$ cat src/rtl/trapez_energy_sampler_pkg.sv
// Shared types and constants for the trapezoidal-shaper energy sampler.
// Pure declarations; no latency or flow control of its own.
package trapez_energy_sampler_pkg;

    localparam int SIZE_SHAPER_DATA       = 16;
    localparam int SIZE_SHAPER_CONSTANT   = 10;
    localparam int SHAPER_LATENCY_DEFAULT = 9;

    typedef enum logic [1:0] {
        IDLE,
        RISE,
        ACCUM
    } sampler_state_t;

    // Window exponents above the accumulator headroom are pinned to the maximum.
    function automatic logic [2:0] clamp_avg(input logic [2:0] a, input int max_log2);
        return (int'(a) > max_log2) ? 3'(max_log2) : a;
    endfunction

endpackage

$ cat src/rtl/trapez_energy_out_reg.sv
// One-entry valid/ready result register; loads in the same cycle as the strobe, visible next cycle.
// While full and not being drained, new results are dropped and counted (saturating).
module trapez_energy_out_reg #(
    parameter int DATA_W = 16,
    parameter int LOST_W = 16
) (
    input  logic                     clk,
    input  logic                     reset,
    input  logic                     load,
    input  logic signed [DATA_W-1:0] load_data,
    input  logic                     ready,
    output logic signed [DATA_W-1:0] data,
    output logic                     valid,
    output logic [LOST_W-1:0]        lost_count
);

    logic accept;

    assign accept = !valid || ready;

    always_ff @(posedge clk or posedge reset) begin
        if (reset) begin
            data       <= '0;
            valid      <= 1'b0;
            lost_count <= '0;
        end else begin
            if (load && accept) begin
                data  <= load_data;
                valid <= 1'b1;
            end else if (valid && ready) begin
                valid <= 1'b0;
            end
            if (load && !accept && (lost_count != '1))
                lost_count <= lost_count + LOST_W'(1);
        end
    end

endmodule

$ cat src/rtl/trapez_energy_sampler.sv
// Averages 2^avg_log2 flat-top samples per trigger; result valid at t0 + k + latency + offset + N.
// Output is a one-entry valid/ready register; results arriving while it is full are dropped and counted.
module trapez_energy_sampler
    import trapez_energy_sampler_pkg::*;
#(
    parameter int DATA_W         = SIZE_SHAPER_DATA,
    parameter int CONST_W        = SIZE_SHAPER_CONSTANT,
    parameter int SHAPER_LATENCY = SHAPER_LATENCY_DEFAULT,
    parameter int MAX_AVG_LOG2   = 4,
    parameter int LOST_W         = 16
) (
    input  logic                      clk,
    input  logic                      reset,
    input  logic                      enable,
    input  logic signed [DATA_W-1:0]  shaper_data,
    input  logic                      pulse_time,
    input  logic [CONST_W-1:0]        k_trapez,
    input  logic [CONST_W-1:0]        l_trapez,
    input  logic [CONST_W-1:0]        flat_offset,
    input  logic [2:0]                avg_log2,
    output logic signed [DATA_W-1:0]  energy,
    output logic                      energy_valid,
    input  logic                      energy_ready,
    output logic                      pileup,
    output logic                      config_err,
    output logic                      busy,
    output logic [LOST_W-1:0]         lost_count
);

    localparam int ACC_W  = DATA_W + MAX_AVG_LOG2;
    localparam int DCNT_W = CONST_W + 6;
    localparam int WCNT_W = MAX_AVG_LOG2 + 1;

    sampler_state_t           state;
    logic [DCNT_W-1:0]        dcnt;
    logic [WCNT_W-1:0]        wcnt;
    logic [2:0]               avg_q;
    logic signed [ACC_W-1:0]  acc;

    logic [2:0]               avg_new;
    logic [WCNT_W-1:0]        win_new;
    logic [DCNT_W-1:0]        delay_new;
    logic                     cfg_bad;
    logic signed [ACC_W-1:0]  acc_next;
    logic signed [DATA_W-1:0] result;
    logic                     last_cycle;
    logic                     done;

    always_comb begin
        avg_new    = clamp_avg(avg_log2, MAX_AVG_LOG2);
        win_new    = WCNT_W'(1) << avg_new;
        delay_new  = DCNT_W'(k_trapez) + DCNT_W'(SHAPER_LATENCY) + DCNT_W'(flat_offset) - DCNT_W'(1);
        cfg_bad    = (DCNT_W'(flat_offset) + DCNT_W'(win_new)) > DCNT_W'(l_trapez);
        acc_next   = acc + {{MAX_AVG_LOG2{shaper_data[DATA_W-1]}}, shaper_data};
        result     = DATA_W'(acc_next >>> avg_q);
        last_cycle = (state == ACCUM) && (wcnt == WCNT_W'(1));
        done       = last_cycle && enable;
    end

    assign busy = (state != IDLE);

    // A trigger on the final ACCUM cycle is a clean hand-over, not a pile-up.
    always_ff @(posedge clk or posedge reset) begin
        if (reset) begin
            state      <= IDLE;
            dcnt       <= '0;
            wcnt       <= '0;
            avg_q      <= '0;
            acc        <= '0;
            pileup     <= 1'b0;
            config_err <= 1'b0;
        end else begin
            pileup <= 1'b0;
            if (!enable) begin
                state <= IDLE;
            end else if (pulse_time) begin
                state <= RISE;
                dcnt  <= delay_new;
                avg_q <= avg_new;
                if (cfg_bad)
                    config_err <= 1'b1;
                if ((state != IDLE) && !last_cycle)
                    pileup <= 1'b1;
            end else begin
                unique case (state)
                    RISE: begin
                        if (dcnt <= DCNT_W'(1)) begin
                            state <= ACCUM;
                            wcnt  <= WCNT_W'(1) << avg_q;
                            acc   <= '0;
                        end else begin
                            dcnt <= dcnt - DCNT_W'(1);
                        end
                    end
                    ACCUM: begin
                        acc  <= acc_next;
                        wcnt <= wcnt - WCNT_W'(1);
                        if (last_cycle)
                            state <= IDLE;
                    end
                    default: state <= IDLE;
                endcase
            end
        end
    end

    trapez_energy_out_reg #(
        .DATA_W (DATA_W),
        .LOST_W (LOST_W)
    ) u_out_reg (
        .clk        (clk),
        .reset      (reset),
        .load       (done),
        .load_data  (result),
        .ready      (energy_ready),
        .data       (energy),
        .valid      (energy_valid),
        .lost_count (lost_count)
    );

endmodule
$ cat config.mk
export PLATFORM = sky130hd
export DESIGN_NAME = trapez_energy_sampler
export DESIGN_NICKNAME = d
export VERILOG_FILES = /design/src/rtl/trapez_energy_sampler_pkg.sv /design/src/rtl/trapez_energy_out_reg.sv /design/src/rtl/trapez_energy_sampler.sv
export SDC_FILE = /design/constraint.sdc
export NUM_CORES = 1
export LEC_CHECK = 0
export CAP_MARGIN = 20
export CELL_PAD_IN_SITES_DETAIL_PLACEMENT = 0
export CELL_PAD_IN_SITES_GLOBAL_PLACEMENT = 1
export CORE_MARGIN = 4
export CORE_UTILIZATION = 42
export CTS_CLUSTER_SIZE = 25
export DETAILED_ROUTE_END_ITERATION = 12
export PLACE_DENSITY = 0.86
export SETUP_SLACK_MARGIN = 0.05
export SYNTH_ARGS = -nofsm -noshare
export SYNTH_HDL_FRONTEND = slang
export SYNTH_SLANG_ARGS = --single-unit
$ cat constraint.sdc
create_clock -name clk -period 4.15 [get_ports clk]
set_input_delay 0.6225 -clock clk [delete_from_list [all_inputs] [get_ports clk]]
set_output_delay 0.6225 -clock clk [all_outputs]
set_load 0.02 [all_outputs]
# [Word-level counts from Yosys, hierarchy flattened]
# Index checks and enable logic that the tools add are counted.
[op_classes] addsub=8 n_mul=0 n_div=0 order_cmp=3 n_eq_ne=8 shift=3 muxes=18 n_bitwise=1 reduce_logical=20
[op_table] operator="$mux W16" count=3
[op_table] operator="$pmux W20 S2" count=1
[op_table] operator="$add A20 B20 Y20" count=1
[op_table] operator="$mux W20" count=1
[op_table] operator="$sshr A20 B3 Y16" count=1
[op_table] operator="$add A16 B1 Y16 const B" count=1
[op_table] operator="$le A16 B1 Y1 const B" count=1
[op_table] operator="$ne A16 B16 Y1 const B" count=1
[op_table] operator="$sub A16 B1 Y16 const B" count=1
[op_table] operator="$sub A12 B1 Y13 const B" count=1
[op_table] operator="$add A11 B10 Y12" count=1
[op_table] operator="$add A10 B4 Y11 const B" count=1
[op_table] operator="$add A10 B5 Y11" count=1
[op_table] operator="$gt A11 B10 Y1" count=1
[op_table] operator="$pmux W5 S2" count=1
[op_table] operator="$shl A1 B3 Y5 const A" count=2
[op_table] operator="$mux W2" count=4
[op_table] operator="$ne A4 B4 Y1 const B" count=2
[op_table] operator="$reduce_bool A2 Y1" count=4
[op_table] operator="$logic_and A1 B1 Y1" count=7
[op_table] operator="$reduce_and A3 Y1" count=2
[op_table] operator="$eq A5 B1 Y1 const B" count=1
[op_table] operator="$mux W1" count=5
[op_table] operator="$mux W5" count=1
[op_table] operator="12 further kinds" count=16
[totals] regBits=81 latchBits=0 ram_bits=0 romBits=0 inputBits=54 output_inout_bits=36 wordCells=71 n_memories=0

# [Longest topological paths before layout]
[logic_depth] ltp_word=7 ltp_mapped=15 mapped_depth_nobuf=15

# [Hierarchy]
# Synthesis repeated with hierarchy kept, for this count alone.
[unflattened] cells_unflattened=767 hier_area_um2=6688.9
[by_module_without_submodules] mod="trapez_energy_sampler" n_inst=1 cells_each=658 area_each_um2=5247.5 seq_area_each_um2=1201.2
[by_module_without_submodules] mod="trapez_energy_out_reg" n_inst=1 cells_each=109 area_each_um2=1441.4 seq_area_each_um2=825.8

# [Worst setup path before layout]
# OpenSTA, ideal clock, no wires.
[synth_timing] kind="input port to flip-flop" from="input avg_log2[1]" to="register config_err" setup_ps=120 arrival_time_ps=3163 required_time_ps=4030 slack_ps=867 path_stages=14 n_path_buf=0 path_cell_list="nor3_1 > ha_1 > a21o_1 > a21oi_1 > o21bai_1 > a21oi_1 > nor2_1 > xor2_1 > ha_1 > nand3_1 > nor2_1 > a41oi_1 > a221o_1 > a31o_2"
[synth_between] elab_chain_len=6
[synth_lines] item="start, declared" line="trapez_energy_sampler.sv:20" rtl="input logic [2:0] avg_log2,"
[synth_lines] item="$gt A3 B3 Y1" line="trapez_energy_sampler_pkg.sv:17" rtl="return (int'(a) > max_log2) ? 3'(max_log2) : a;"
[synth_lines] item="$mux W3 *" line="trapez_energy_sampler_pkg.sv:17"
[synth_lines] item="$shl A1 B3 Y5 *" line="trapez_energy_sampler.sv:51" rtl="win_new = WCNT_W'(1) << avg_new;"
[synth_lines] item="$add A10 B5 Y11 *" line="trapez_energy_sampler.sv:53" rtl="cfg_bad = (DCNT_W'(flat_offset) + DCNT_W'(win_new)) > DCNT_W'(l_trapez);"
[synth_lines] item="$gt A11 B10 Y1 *" line="trapez_energy_sampler.sv:53"
[synth_lines] item="$reduce_and A3 Y1 (no source line) *"
[synth_lines] item="end signal, assigned" line="trapez_energy_sampler.sv:71" rtl="config_err <= 1'b0;"
[synth_lines] item="end signal, assigned" line="trapez_energy_sampler.sv:81" rtl="config_err <= 1'b1;"
[synth_lines] item="end, declared" line="trapez_energy_sampler.sv:25" rtl="output logic config_err,"
# Every way passes the cells marked *; elsewhere a longest branch is shown, timed or not.
# A chain may end at the register's enable or synchronous reset.

# [Worst setup path after layout]
[layout_timing] from="input avg_log2[2]" to="register config_err"
# The elaborated chain is that of the path after synthesis.

==> impl_results.md <==
* IO Count at 90
* Crit path largest cell delay at 0.52 ns
* Synth top area cells: dfrtp_1, ha_1, nand2_1
* Share of the synthesized area in the top cell type at approximately a third
* Final Cycle Share at 89.9%
* Synth area leader: dfrtp_1
* Combinational power share at 29.2%
* CP Capture Point: config_err$_DFFE_PP0P_
* Fill cells at between 1000 and 1500
* Total design power at 2.60 mW
* Clk_lat worst skew at 0.35 ns
* Post-synth EDFFs at 0
* CP Capture Type: flip-flop
* CTS H-tree depth at 3
* Layout Utilization at 52.0%
* Crit path launch type: primary input
* Sw frac at 33.2%
* Seq pwr share at 36.5%
* Total CTS buffers at 9
* Drt first pass iters at 6
* Cell count after placement at around 1000
* Reg clk slew, reported paths at 0.06 ns
* Avg Synthesized Cell Area at between 8 and 9 um2
* Initial core utilization at ~43%
* Total track usage at between 15 and 20%
* Final WS setup at 0.420 ns
* Fin. max-slew vios at 0
* Max-Cap Viols at 0
* Hold slack final at 0.474 ns
* Netlist Area Pre-Place at 6450 um2
* Endpoints failing setup at 0
* Status: completed
* Sequential area share after synthesis at 31.4%
* Post-CTS Resized at 0
* Hold Crit Class: reg2reg
* Number of global-route vias before repair at between 5000 and 6000
* Worst Path Max Fanout at 6
* Area growth, synth to finish at 22.1%
* Unrepaired setup endpoints after global routing: false
* Most frequent cells in the layout: clkdlybuf4s50_1, nand2_1, dfrtp_1
* Design area at 7870 um2
* CTS max path bufs at 2
* Layout cells sized above 1 at under 10%
* R2R setup slack at 0.82 ns
* Synth Instances at 735
* DP HPWL at about 13000 um
* VDD IR-drop max at 0.182 mV
* Initial drt markers at 390
* Max-slew headroom at 43.1%
* Worst reg2reg startpoint: acc[0]$_DFFE_PP0P_
* Core Area at 15100 um2
* Setup TNS at 0 ns
* Routed Antenna Nets at 0
* GRT overflow at 0
* CP Cell Sequence: clkdlybuf4s50_1, nor3_1, ha_1, a21o_1, a21oi_1, o21bai_1, a21oi_1, nor2_1, xor2_1, ha_1, nand3_1, nor2_1, a41oi_1, a221o_1, a31o_2
* CTS tree: done
* Pwr Density at 330 nW/um2
* First-pass GRT wire length at about 29000 um
* Net Sw Power at around 0.86 mW
* Die Height at 132 um
* Via-to-Cell Ratio at 5.77
* Most common cell after layout, fill and taps aside: clkdlybuf4s50_1
* Nets at 936
* Placed Area at 7550 um2
* Routed wire length at ~17000 um
* Cell Count, Final, Fillers Out at 1011
* FF-to-FF End: u_out_reg.data[12]$_DFFE_PP0P_
* Die Wd at about 130 um
* Drc violations at 0
* Leakage at ~3.5 nW
* Post-Syn Nets at approximately 850
* Pin count of the biggest net entering global routing at 73
* Fmax at 0.268 GHz
* Crit path kind: in2reg
* Prevailing post-synth register cell: dfrtp_1
* Internal at about 1.7 mW
* CP startpoint: avg_log2[2]
* Min Tclk post-route at 3.73 ns
* Async S/R FF share, synth at 100%
* Multi-input gate area at 4170 um2
* Worst-Margin Slew at 0.854 ns
* PortBufs at 89
* Vias post-DR at 5834
* GPL Wtd Cong at a little over 0.9
* Clock Power Share at between 30% and 40%
* DP Worst Slack at slightly below 0.1 ns
* Synth unique cells at 77
* Antenna Cells at 0
* Area of the die at 17400 um2
* Initial antenna violation count at 0
* Hold-fix buffers at CTS at 0
* Clock Sinks at around 80
* Drt wl/cell at 16.8 um
* Seq. cell area at about 2000 um2
* Final hold vios at 0
* R2R depth at 10
* Root Buffer: clkbuf_16
* Crit path DAT at 3.96 ns
* #FFs+latches synth at 81
* Post-CTS setup buffers at 0
* Layout Skew at 0.00877 ns
* Slowest CP cell: clkdlybuf4s50_1
* Req. time, crit path at between 4 and 5 ns
* Warnings, synthesis at 0
* Site row count at 45
power by group through the flow:
stage | combinational (mW) | clock, mW | sequential, mW
floorplan | 0.522 | 0 | 0.945
global placement | 0.738 | 0 | 0.957
detailed placement | 0.756 | 0 | 0.960
CTS | 0.761 | 0.912 | 0.946
global route | 0.847 | 0.942 | 0.961
finish | 0.758 | 0.891 | 0.947
layer usage:
layer	vias to the layer above	track usage, %	wire [um]
li1	2849	-	-
met1	2765	26.3	7760
met2	196	32.2	7890
met3	24	3.78	1010
met4	0	7.23	315
met5	-	0	0
layout make-up:
cell class              instances  share of cell area (%)
well taps                     188                    2.99
multi-input cells             591                    52.9
clock inverters                 7                    1.30
inverters                      35                    1.68
clock buffers                   9                    2.86
flip-flops and latches         81                    25.7
repair buffers                100                    12.5
cell usage after synthesis (3+ instances only):
library cell / instances
ha_1: 61
a32oi_1: 3
o21a_1: 6
a211oi_1: 6
nor3_1: 19
a221o_1: 4
or3_1: 6
and3_1: 6
a41oi_1: 4
nor4_1: 8
nor2_1: 58
a22oi_1: 3
nand4_1: 12
xnor2_1: 36
o31ai_1: 4
dfrtp_1: 81
mux4_2: 8
xor2_1: 13
nand3_1: 23
a21o_1: 13
mux2_2: 4
o31a_1: 3
buf_2: 3
inv_1: 34
a21oi_1: 46
o21ai_0: 45
nor2b_1: 10
o211ai_1: 7
nand2b_1: 6
fa_1: 3
and2_1: 6
mux2i_1: 10
o21bai_1: 10
buf_1: 3
a21boi_0: 4
nand2_1: 88
clkbuf_1: 19
o21ai_1: 12
worst min-delay path by stage:
stage	start	endpoint	slack, ns	cells past startpoint
global route	reset	u_out_reg.lost_count[5]$_DFFE_PP0P_	0.51	2
detailed placement	acc[12]$_DFFE_PP0P_	acc[12]$_DFFE_PP0P_	0.47	2
floorplan	acc[0]$_DFFE_PP0P_	acc[0]$_DFFE_PP0P_	0.44	2
global placement	acc[10]$_DFFE_PP0P_	acc[10]$_DFFE_PP0P_	0.45	2
CTS	reset	u_out_reg.lost_count[5]$_DFFE_PP0P_	0.48	2
finish	acc[0]$_DFFE_PP0P_	acc[0]$_DFFE_PP0P_	0.47	2
cells by family after synthesis:
group	share of synthesized area, %
xor gates and xnor gates	6.65
muxes	5.04
DFF	31.4
and+or+nand+nor	18.8
buffers and inverters	4.01
adders and majority gates	12.8
AOI/OAI and AO/OA	21.3
worst max-delay path: cells and delay by family:
kind,cells,cell delay [ns]
AOI/OAI and AO/OA,7,1.34
and+or+nand+nor,4,0.72
adders and majority gates,2,0.62
buffers and inverters,1,0.52
xor gates and xnor gates,1,0.15
sequential cells by signal (all words and copies together) (netlist names):
| name | flops |
|---|---|
| u_out_reg.data | 16 |
| config_err | 1 |
| avg_q | 3 |
| state | 2 |
| acc | 20 |
| u_out_reg.valid | 1 |
| u_out_reg.lost_count | 16 |
| pileup | 1 |
| dcnt | 16 |
| wcnt | 5 |
Power figures use the tool's default switching activity.
